==> src/rtl/fc_stream_bridge.sv <==
// Host-side bridge for an fc_* layer: serializes a parallel input vector onto the
// layer's input stream and collects the layer's serial output into a parallel result.
module fc_stream_bridge #(
  parameter int WIDTH   = 16,
  parameter int N       = 8,
  parameter int M       = 8,
  parameter int MAX_OUT = 2
) (
  input  logic                    clk,
  input  logic                    reset,
  input  logic                    vec_valid,
  output logic                    vec_ready,
  input  logic [N*WIDTH-1:0]      vec_data,
  output logic                    tx_valid,
  input  logic                    tx_ready,
  output logic signed [WIDTH-1:0] tx_data,
  input  logic                    rx_valid,
  output logic                    rx_ready,
  input  logic signed [WIDTH-1:0] rx_data,
  output logic                    res_valid,
  input  logic                    res_ready,
  output logic [M*WIDTH-1:0]      res_data
);

  localparam int TIW = (N > 1) ? $clog2(N) : 1;
  localparam int RIW = (M > 1) ? $clog2(M) : 1;
  localparam int PW  = $clog2(MAX_OUT + 1);

  typedef enum logic {T_IDLE = 1'b0, T_SEND = 1'b1} tx_state_t;
  typedef enum logic {R_COLLECT = 1'b0, R_HOLD = 1'b1} rx_state_t;

  tx_state_t        r_tx_state;
  rx_state_t        r_rx_state;
  logic [TIW-1:0]   r_tx_idx;
  logic [RIW-1:0]   r_rx_idx;
  logic [PW-1:0]    r_pend;
  logic [WIDTH-1:0] r_tx_buf [N];
  logic [WIDTH-1:0] r_rx_buf [M];

  logic w_vec_hs;
  logic w_tx_hs;
  logic w_rx_hs;
  logic w_res_hs;

  // Every output is a decode of registered state, so no input reaches an output
  // combinationally and both stream ports can be chained without timing loops.
  assign vec_ready = (r_tx_state == T_IDLE) && (r_pend < PW'(MAX_OUT));
  assign tx_valid  = (r_tx_state == T_SEND);
  assign tx_data   = r_tx_buf[r_tx_idx];
  assign rx_ready  = (r_rx_state == R_COLLECT);
  assign res_valid = (r_rx_state == R_HOLD);

  for (genvar j = 0; j < M; j++) begin : g_res_pack
    assign res_data[j*WIDTH +: WIDTH] = r_rx_buf[j];
  end

  assign w_vec_hs = vec_valid && vec_ready;
  assign w_tx_hs  = tx_valid  && tx_ready;
  assign w_rx_hs  = rx_valid  && rx_ready;
  assign w_res_hs = res_valid && res_ready;

  // NOTE: state registers use non-blocking assignments so every always_ff reads
  // the pre-edge values of the others, independent of block evaluation order.
  always_ff @(posedge clk) begin
    if (reset) begin
      r_tx_state <= T_IDLE;
      r_tx_idx   <= '0;
      // NOTE: the data buffers are reset explicitly because reset must discard
      // stale contents and tx_data/res_data have defined reset values of zero.
      for (int i = 0; i < N; i++) r_tx_buf[i] <= '0;
    end else begin
      case (r_tx_state)
        T_IDLE: begin
          if (w_vec_hs) begin
            for (int i = 0; i < N; i++) r_tx_buf[i] <= vec_data[i*WIDTH +: WIDTH];
            r_tx_idx   <= '0;
            r_tx_state <= T_SEND;
          end
        end
        T_SEND: begin
          if (w_tx_hs) begin
            if (r_tx_idx == TIW'(N - 1)) begin
              r_tx_idx   <= '0;
              r_tx_state <= T_IDLE;
            end else begin
              r_tx_idx <= r_tx_idx + 1'b1;
            end
          end
        end
        default: r_tx_state <= T_IDLE;
      endcase
    end
  end

  always_ff @(posedge clk) begin
    if (reset) begin
      r_rx_state <= R_COLLECT;
      r_rx_idx   <= '0;
      for (int j = 0; j < M; j++) r_rx_buf[j] <= '0;
    end else begin
      case (r_rx_state)
        R_COLLECT: begin
          if (w_rx_hs) begin
            r_rx_buf[r_rx_idx] <= rx_data;
            if (r_rx_idx == RIW'(M - 1)) begin
              r_rx_state <= R_HOLD;
            end else begin
              r_rx_idx <= r_rx_idx + 1'b1;
            end
          end
        end
        R_HOLD: begin
          if (w_res_hs) begin
            r_rx_idx   <= '0;
            r_rx_state <= R_COLLECT;
          end
        end
        default: r_rx_state <= R_COLLECT;
      endcase
    end
  end

  // In-flight credit: results arriving with nothing outstanding leave it at zero.
  always_ff @(posedge clk) begin
    if (reset) begin
      r_pend <= '0;
    end else if (w_vec_hs && !w_res_hs) begin
      r_pend <= r_pend + 1'b1;
    end else if (w_res_hs && !w_vec_hs && (r_pend != '0)) begin
      r_pend <= r_pend - 1'b1;
    end
  end

`ifndef SYNTHESIS
  a_pend_bound: assert property (@(posedge clk) disable iff (reset)
    r_pend <= PW'(MAX_OUT));
  a_tx_hold: assert property (@(posedge clk) disable iff (reset)
    (tx_valid && !tx_ready) |=> (tx_valid && $stable(tx_data)));
  a_res_hold: assert property (@(posedge clk) disable iff (reset)
    (res_valid && !res_ready) |=> (res_valid && $stable(res_data)));
`endif

endmodule

==> config.mk <==
export PLATFORM = sky130hd
export DESIGN_NAME = fc_stream_bridge
export DESIGN_NICKNAME = d
export VERILOG_FILES = /design/src/rtl/fc_stream_bridge.sv
export SDC_FILE = /design/constraint.sdc
export NUM_CORES = 1
export LEC_CHECK = 0
export ABC_AREA = 1
export CORE_MARGIN = 8
export CORE_UTILIZATION = 30
export DETAILED_ROUTE_END_ITERATION = 10
export DONT_BUFFER_PORTS = 1
export PLACE_DENSITY_LB_ADDON = 0.12
export SYNTH_ARGS = -nofsm -noshare
export SYNTH_HDL_FRONTEND = slang
export SYNTH_SLANG_ARGS = --single-unit
==> constraint.sdc <==
create_clock -name clk -period 4.7 [get_ports clk]
set_input_delay 0.47 -clock clk [delete_from_list [all_inputs] [get_ports clk]]
set_output_delay 0.47 -clock clk [all_outputs]
set_load 0.005 [all_outputs]
==> flow_results.xml <==
<?xml version="1.0" encoding="UTF-8"?>
<metrics>
  <group name="outcome">
    <metric name="status" unit="">finished clean</metric>
  </group>
  <group name="global_routing">
    <metric name="grt_first_pass_wirelength" unit="um">50430</metric>
    <metric name="grt_start_max_net_pins" unit="">74</metric>
    <metric name="via_count_of_the_first_global_routing_pass" unit="">7324</metric>
    <metric name="number_of_antenna_violations_at_the_first_check_in_global_routing" unit="">1</metric>
    <metric name="groute.usage.overall" unit="%">15.51</metric>
    <metric name="global_route.overflow_total" unit="">0</metric>
  </group>
  <group name="setup_path">
    <metric name="worstReg2RegStart" unit="">tx_valid$_SDFF_PP0_</metric>
    <metric name="critPathLaunchType" unit="">flop</metric>
    <metric name="critPathArrivalTime" unit="ns">2.68</metric>
    <metric name="capturing_point_of_the_worst_reg2reg_path" unit="">r_tx_buf[3][5]$_SDFFCE_PN0P_</metric>
    <metric name="reg2regPathDepth" unit="">4</metric>
    <metric name="worst_setup_path_end_kind" unit="">output port</metric>
    <metric name="worst-endpoint-required" unit="ns">4.23</metric>
    <metric name="crit_end" unit="">tx_data[14]</metric>
    <metric name="critPathMaxFanout" unit="">64</metric>
    <metric name="criticalPathCategory" unit="">reg2out</metric>
    <metric name="reg2reg_setup_slack" unit="ns">2.37</metric>
  </group>
  <group name="floorplanning">
    <metric name="die_y" unit="um">209.1</metric>
    <metric name="initial_cell_density_of_the_core" unit="%">30.49</metric>
    <metric name="fp.dieArea" unit="um^2">43730</metric>
    <metric name="core_area" unit="um^2">36700</metric>
    <metric name="fp.dieW" unit="um">209.1</metric>
    <metric name="floorplan.io_pins" unit="">298</metric>
    <metric name="placementRows" unit="">70</metric>
  </group>
  <group name="place">
    <metric name="place_hpwl" unit="um">24880</metric>
    <metric name="placedCellCount" unit="">1500</metric>
    <metric name="placement.io_buffers" unit="">0</metric>
    <metric name="dp_slack" unit="ns">2.140</metric>
    <metric name="gp_routability_congestion" unit="">0.7763</metric>
  </group>
  <group name="synth">
    <metric name="synth_area_in_compound_gates" unit="%">3.265</metric>
    <metric name="yosysTopAreaCellShare" unit="%">68.71</metric>
    <metric name="synth_area_leader_cell" unit="">edfxtp_1</metric>
    <metric name="yosysMostFrequentCell" unit="">nor2_1</metric>
    <metric name="synth-simple-area-share" unit="%">18.21</metric>
    <metric name="synth_top_family_by_area" unit="">simple AND/OR/NAND/NOR gates</metric>
    <metric name="yosys-top-cells-area" unit="">edfxtp_1 69%, nor2_1 13%, inv_1 5.2%, nand2_1 3.6%, o21ai_0 2.7%</metric>
    <metric name="ys_warn_count" unit="">0</metric>
    <metric name="synth_async_sr_flop_share" unit="%">0</metric>
    <metric name="synth_cells" unit="">1073</metric>
    <metric name="synth-seq-area-share" unit="%">71.04</metric>
    <metric name="synth.mux.area_fraction" unit="%">0</metric>
    <metric name="synth_edf_count" unit="">256</metric>
    <metric name="ys_ff_latch" unit="">269</metric>
    <metric name="syn-cell-area" unit="um^2">11190</metric>
    <metric name="synthAdderAreaFrac" unit="%">0.4473</metric>
    <metric name="postSynthNetCount" unit="">1227</metric>
    <metric name="post_synth_xor_area_fraction" unit="%">0</metric>
    <metric name="ys_dominant_reg_cell" unit="">edfxtp_1</metric>
    <metric name="synth_cell_type_count" unit="">17</metric>
    <metric name="synth.avg_cell_area" unit="um^2">10.43</metric>
    <metric name="synth_commonest_cells" unit="">395 x nor2_1, 256 x edfxtp_1, 154 x inv_1, 108 x nand2_1, 61 x o21ai_0</metric>
  </group>
  <group name="flow_run">
    <metric name="timing.max_cap.violations" unit="">0</metric>
  </group>
  <group name="sta">
    <metric name="finalWorstPathRequiredPeriod" unit="ns">3.147</metric>
    <metric name="setup_tns" unit="ns">0</metric>
    <metric name="timing.fmax" unit="MHz">317.8</metric>
    <metric name="worst_clock_skew_on_the_final_layout" unit="ns">0.01527</metric>
    <metric name="report.final.hold_viol_count" unit="">0</metric>
    <metric name="timing.slew.headroom" unit="%">33.62</metric>
    <metric name="fin_ws" unit="ns">1.553</metric>
    <metric name="post-route-period-util" unit="%">66.95</metric>
    <metric name="setup_repair_after_global_routing_missed_its_margin" unit="">no</metric>
    <metric name="drv_slew" unit="">0</metric>
    <metric name="setup_violations" unit="">0</metric>
    <metric name="worst_pin_slew" unit="ns">0.9942</metric>
  </group>
  <group name="drt">
    <metric name="detail_route.vias_per_cell" unit="">4.576</metric>
    <metric name="drt_iter0_markers" unit="">503</metric>
    <metric name="wirelength" unit="um">35240</metric>
    <metric name="postRouteAntennaNets" unit="">0</metric>
    <metric name="dr.pass1.iters" unit="">5</metric>
    <metric name="drcViolationCount" unit="">0</metric>
    <metric name="detail_route.wl_per_cell" unit="um">22.60</metric>
    <metric name="route.vias.total" unit="">7134</metric>
  </group>
  <group name="hold_path">
    <metric name="hold_path.startpoint" unit="">tx_ready</metric>
    <metric name="hold_class" unit="">in2reg</metric>
  </group>
  <group name="clock_tree">
    <metric name="cts-root-buf" unit="">clkbuf_16</metric>
    <metric name="cts-root-to-sink-buffers" unit="">3</metric>
    <metric name="h-tree-depth" unit="">1</metric>
    <metric name="tritoncts_num_sinks" unit="">269</metric>
    <metric name="tritoncts" unit="">done</metric>
    <metric name="post_cts_buffers" unit="">0</metric>
    <metric name="clock_transition_at_the_register_clock_pins_on_the_worst_setup_and_hold_paths_after_cts" unit="ns">0.06</metric>
    <metric name="cts-buffers-inserted" unit="">31</metric>
    <metric name="worst_skew_pair_latency" unit="ns">0.56</metric>
  </group>
  <group name="power">
    <metric name="pwr-share-comb" unit="%">6.8</metric>
    <metric name="worst_ir_drop_vdd" unit="mV">0.2196</metric>
    <metric name="cellPowerDensity" unit="nW/um^2">446.6</metric>
    <metric name="intPower" unit="mW">4.276</metric>
    <metric name="finalPower" unit="mW">5.634</metric>
    <metric name="netSwitchingPower" unit="mW">1.358</metric>
    <metric name="register_share_of_total_power" unit="%">51.7</metric>
    <metric name="swShare" unit="%">24.10</metric>
    <metric name="p_clk_share" unit="%">41.5</metric>
    <metric name="power.static_leakage" unit="nW">5.460</metric>
  </group>
  <group name="finish">
    <metric name="final_layout_size_suffix_gt1_share" unit="%">5.688</metric>
    <metric name="sequential_cell_area" unit="um^2">7949</metric>
    <metric name="area_occupied_by_multi_input_gates" unit="um^2">2467</metric>
    <metric name="areaGrowthSynthToFinish" unit="%">12.77</metric>
    <metric name="final_cell_count_no_fill" unit="">1559</metric>
    <metric name="fillcell_total" unit="">3710</metric>
    <metric name="finalNetCount" unit="">1220</metric>
  </group>
</metrics>
-- cells in the final DEF (no fill, tap or decap) --
| cell type | synthesis | layout |
|---|---|---|
| a21oi_1 | 8 | 8 |
| buf_12 | 0 | 1 |
| buf_4 | 0 | 4 |
| bufinv_16 | 0 | 3 |
| clkbuf_1 | 22 | 10 |
| clkbuf_16 | 0 | 31 |
| clkinv_1 | 0 | 7 |
| clkinv_2 | 0 | 4 |
| clkinv_4 | 0 | 1 |
| dfxtp_1 | 13 | 12 |
| dfxtp_2 | 0 | 1 |
| diode_2 | 0 | 1 |
| dlygate4sd3_1 | 0 | 1 |
| edfxtp_1 | 256 | 256 |
| ha_1 | 4 | 4 |
| inv_1 | 154 | 154 |
| inv_2 | 2 | 2 |
| inv_6 | 0 | 1 |
| nand2_1 | 108 | 107 |
| nand2_2 | 8 | 8 |
| nand2_4 | 0 | 1 |
| nand3_1 | 8 | 8 |
| nand3_2 | 2 | 1 |
| nand3_4 | 0 | 1 |
| nor2_1 | 395 | 395 |
| nor2_4 | 3 | 3 |
| nor3_1 | 1 | 1 |
| o21ai_0 | 61 | 61 |
| o21ai_1 | 4 | 4 |
-- repair_timing --
item                      4_1_cts  5_1_grt
hold buffers                    1        0
resized for setup               0        0
hold endpoints to repair       10        0
-- power by group through the flow --
stage | Combinational [mW] | Sequential, mW | Clock, mW
2_1_floorplan | 0.270 | 2.91 | 0
3_3_place_gp | 0.391 | 2.97 | 0
3_5_place_dp | 0.394 | 2.96 | 0
4_1_cts | 0.396 | 2.92 | 2.39
5_1_grt | 0.442 | 2.93 | 2.48
6_report | 0.385 | 2.91 | 2.34
-- per-stage QoR --
step                      utilization [%]  hold slack [ns]  cell area [um^2]
final                               34.38          0.08433             12620
after global routing                34.38          0.06089             12620
after CTS                           34.37          0.05838             12610
after detailed placement            31.71           0.4723             11640
after global placement              31.71           0.4750             11640
after floorplan                         -           0.4563             11190
-- area by class of cell --
type / instances / area share (%)
Clock buffer: 41 / 6.446
Tap cell: 468 / 4.641
Multi-Input combinational cell: 602 / 19.56
Antenna cell: 1 / 0.01983
Timing Repair Buffer: 6 / 0.4760
Clock inverter: 16 / 1.220
Sequential cell: 269 / 63.00
Inverter: 156 / 4.641
-- worst max-delay path: stages, from the launching register on --
cell,delay (ns)
dfxtp_2,0.67
inv_2,0.54
o21ai_0,0.56
nand2_1,0.11
nand2_1,0.08
nand2_1,0.13
-- registers in the layout, summed over array words and instances, names as in the netlist, named ones only --
signal and count:
r_rx_idx 3, tx_valid 1, r_tx_idx 3, r_pend 2, res_valid 1, r_tx_buf 128
r_rx_buf 128
-- per-layer routing --
| layer | track usage, % | part of all wire [%] |
|---|---|---|
| met1 | 20.33 | 44 |
| met2 | 24.51 | 46 |
| met3 | 4.624 | 6.9 |
| met4 | 4.690 | 2.6 |
| met5 | 0 | 0 |
-- logic make-up (layout without fill, tap and decap cells) --
group	Yosys count	after routing
fa+ha+maj	4	4
flops	269	269
other cells	0	1
compound gates	73	73
simple gates	525	525
buf+inv	202	219
-- how the worst min path moves through the flow --
stage	to	slack [ns]	cells past startpoint
6_report	tx_valid$_SDFF_PP0_	0.08	3
3_5_place_dp	r_pend[1]$_SDFFE_PP0P_	0.47	2
2_1_floorplan	r_pend[1]$_SDFFE_PP0P_	0.46	2
4_1_cts	tx_valid$_SDFF_PP0_	0.06	3
3_3_place_gp	r_pend[1]$_SDFFE_PP0P_	0.48	2
5_1_grt	r_tx_buf[6][10]$_SDFFCE_PP0P_	0.06	1
(Power assumes the default switching activity.)
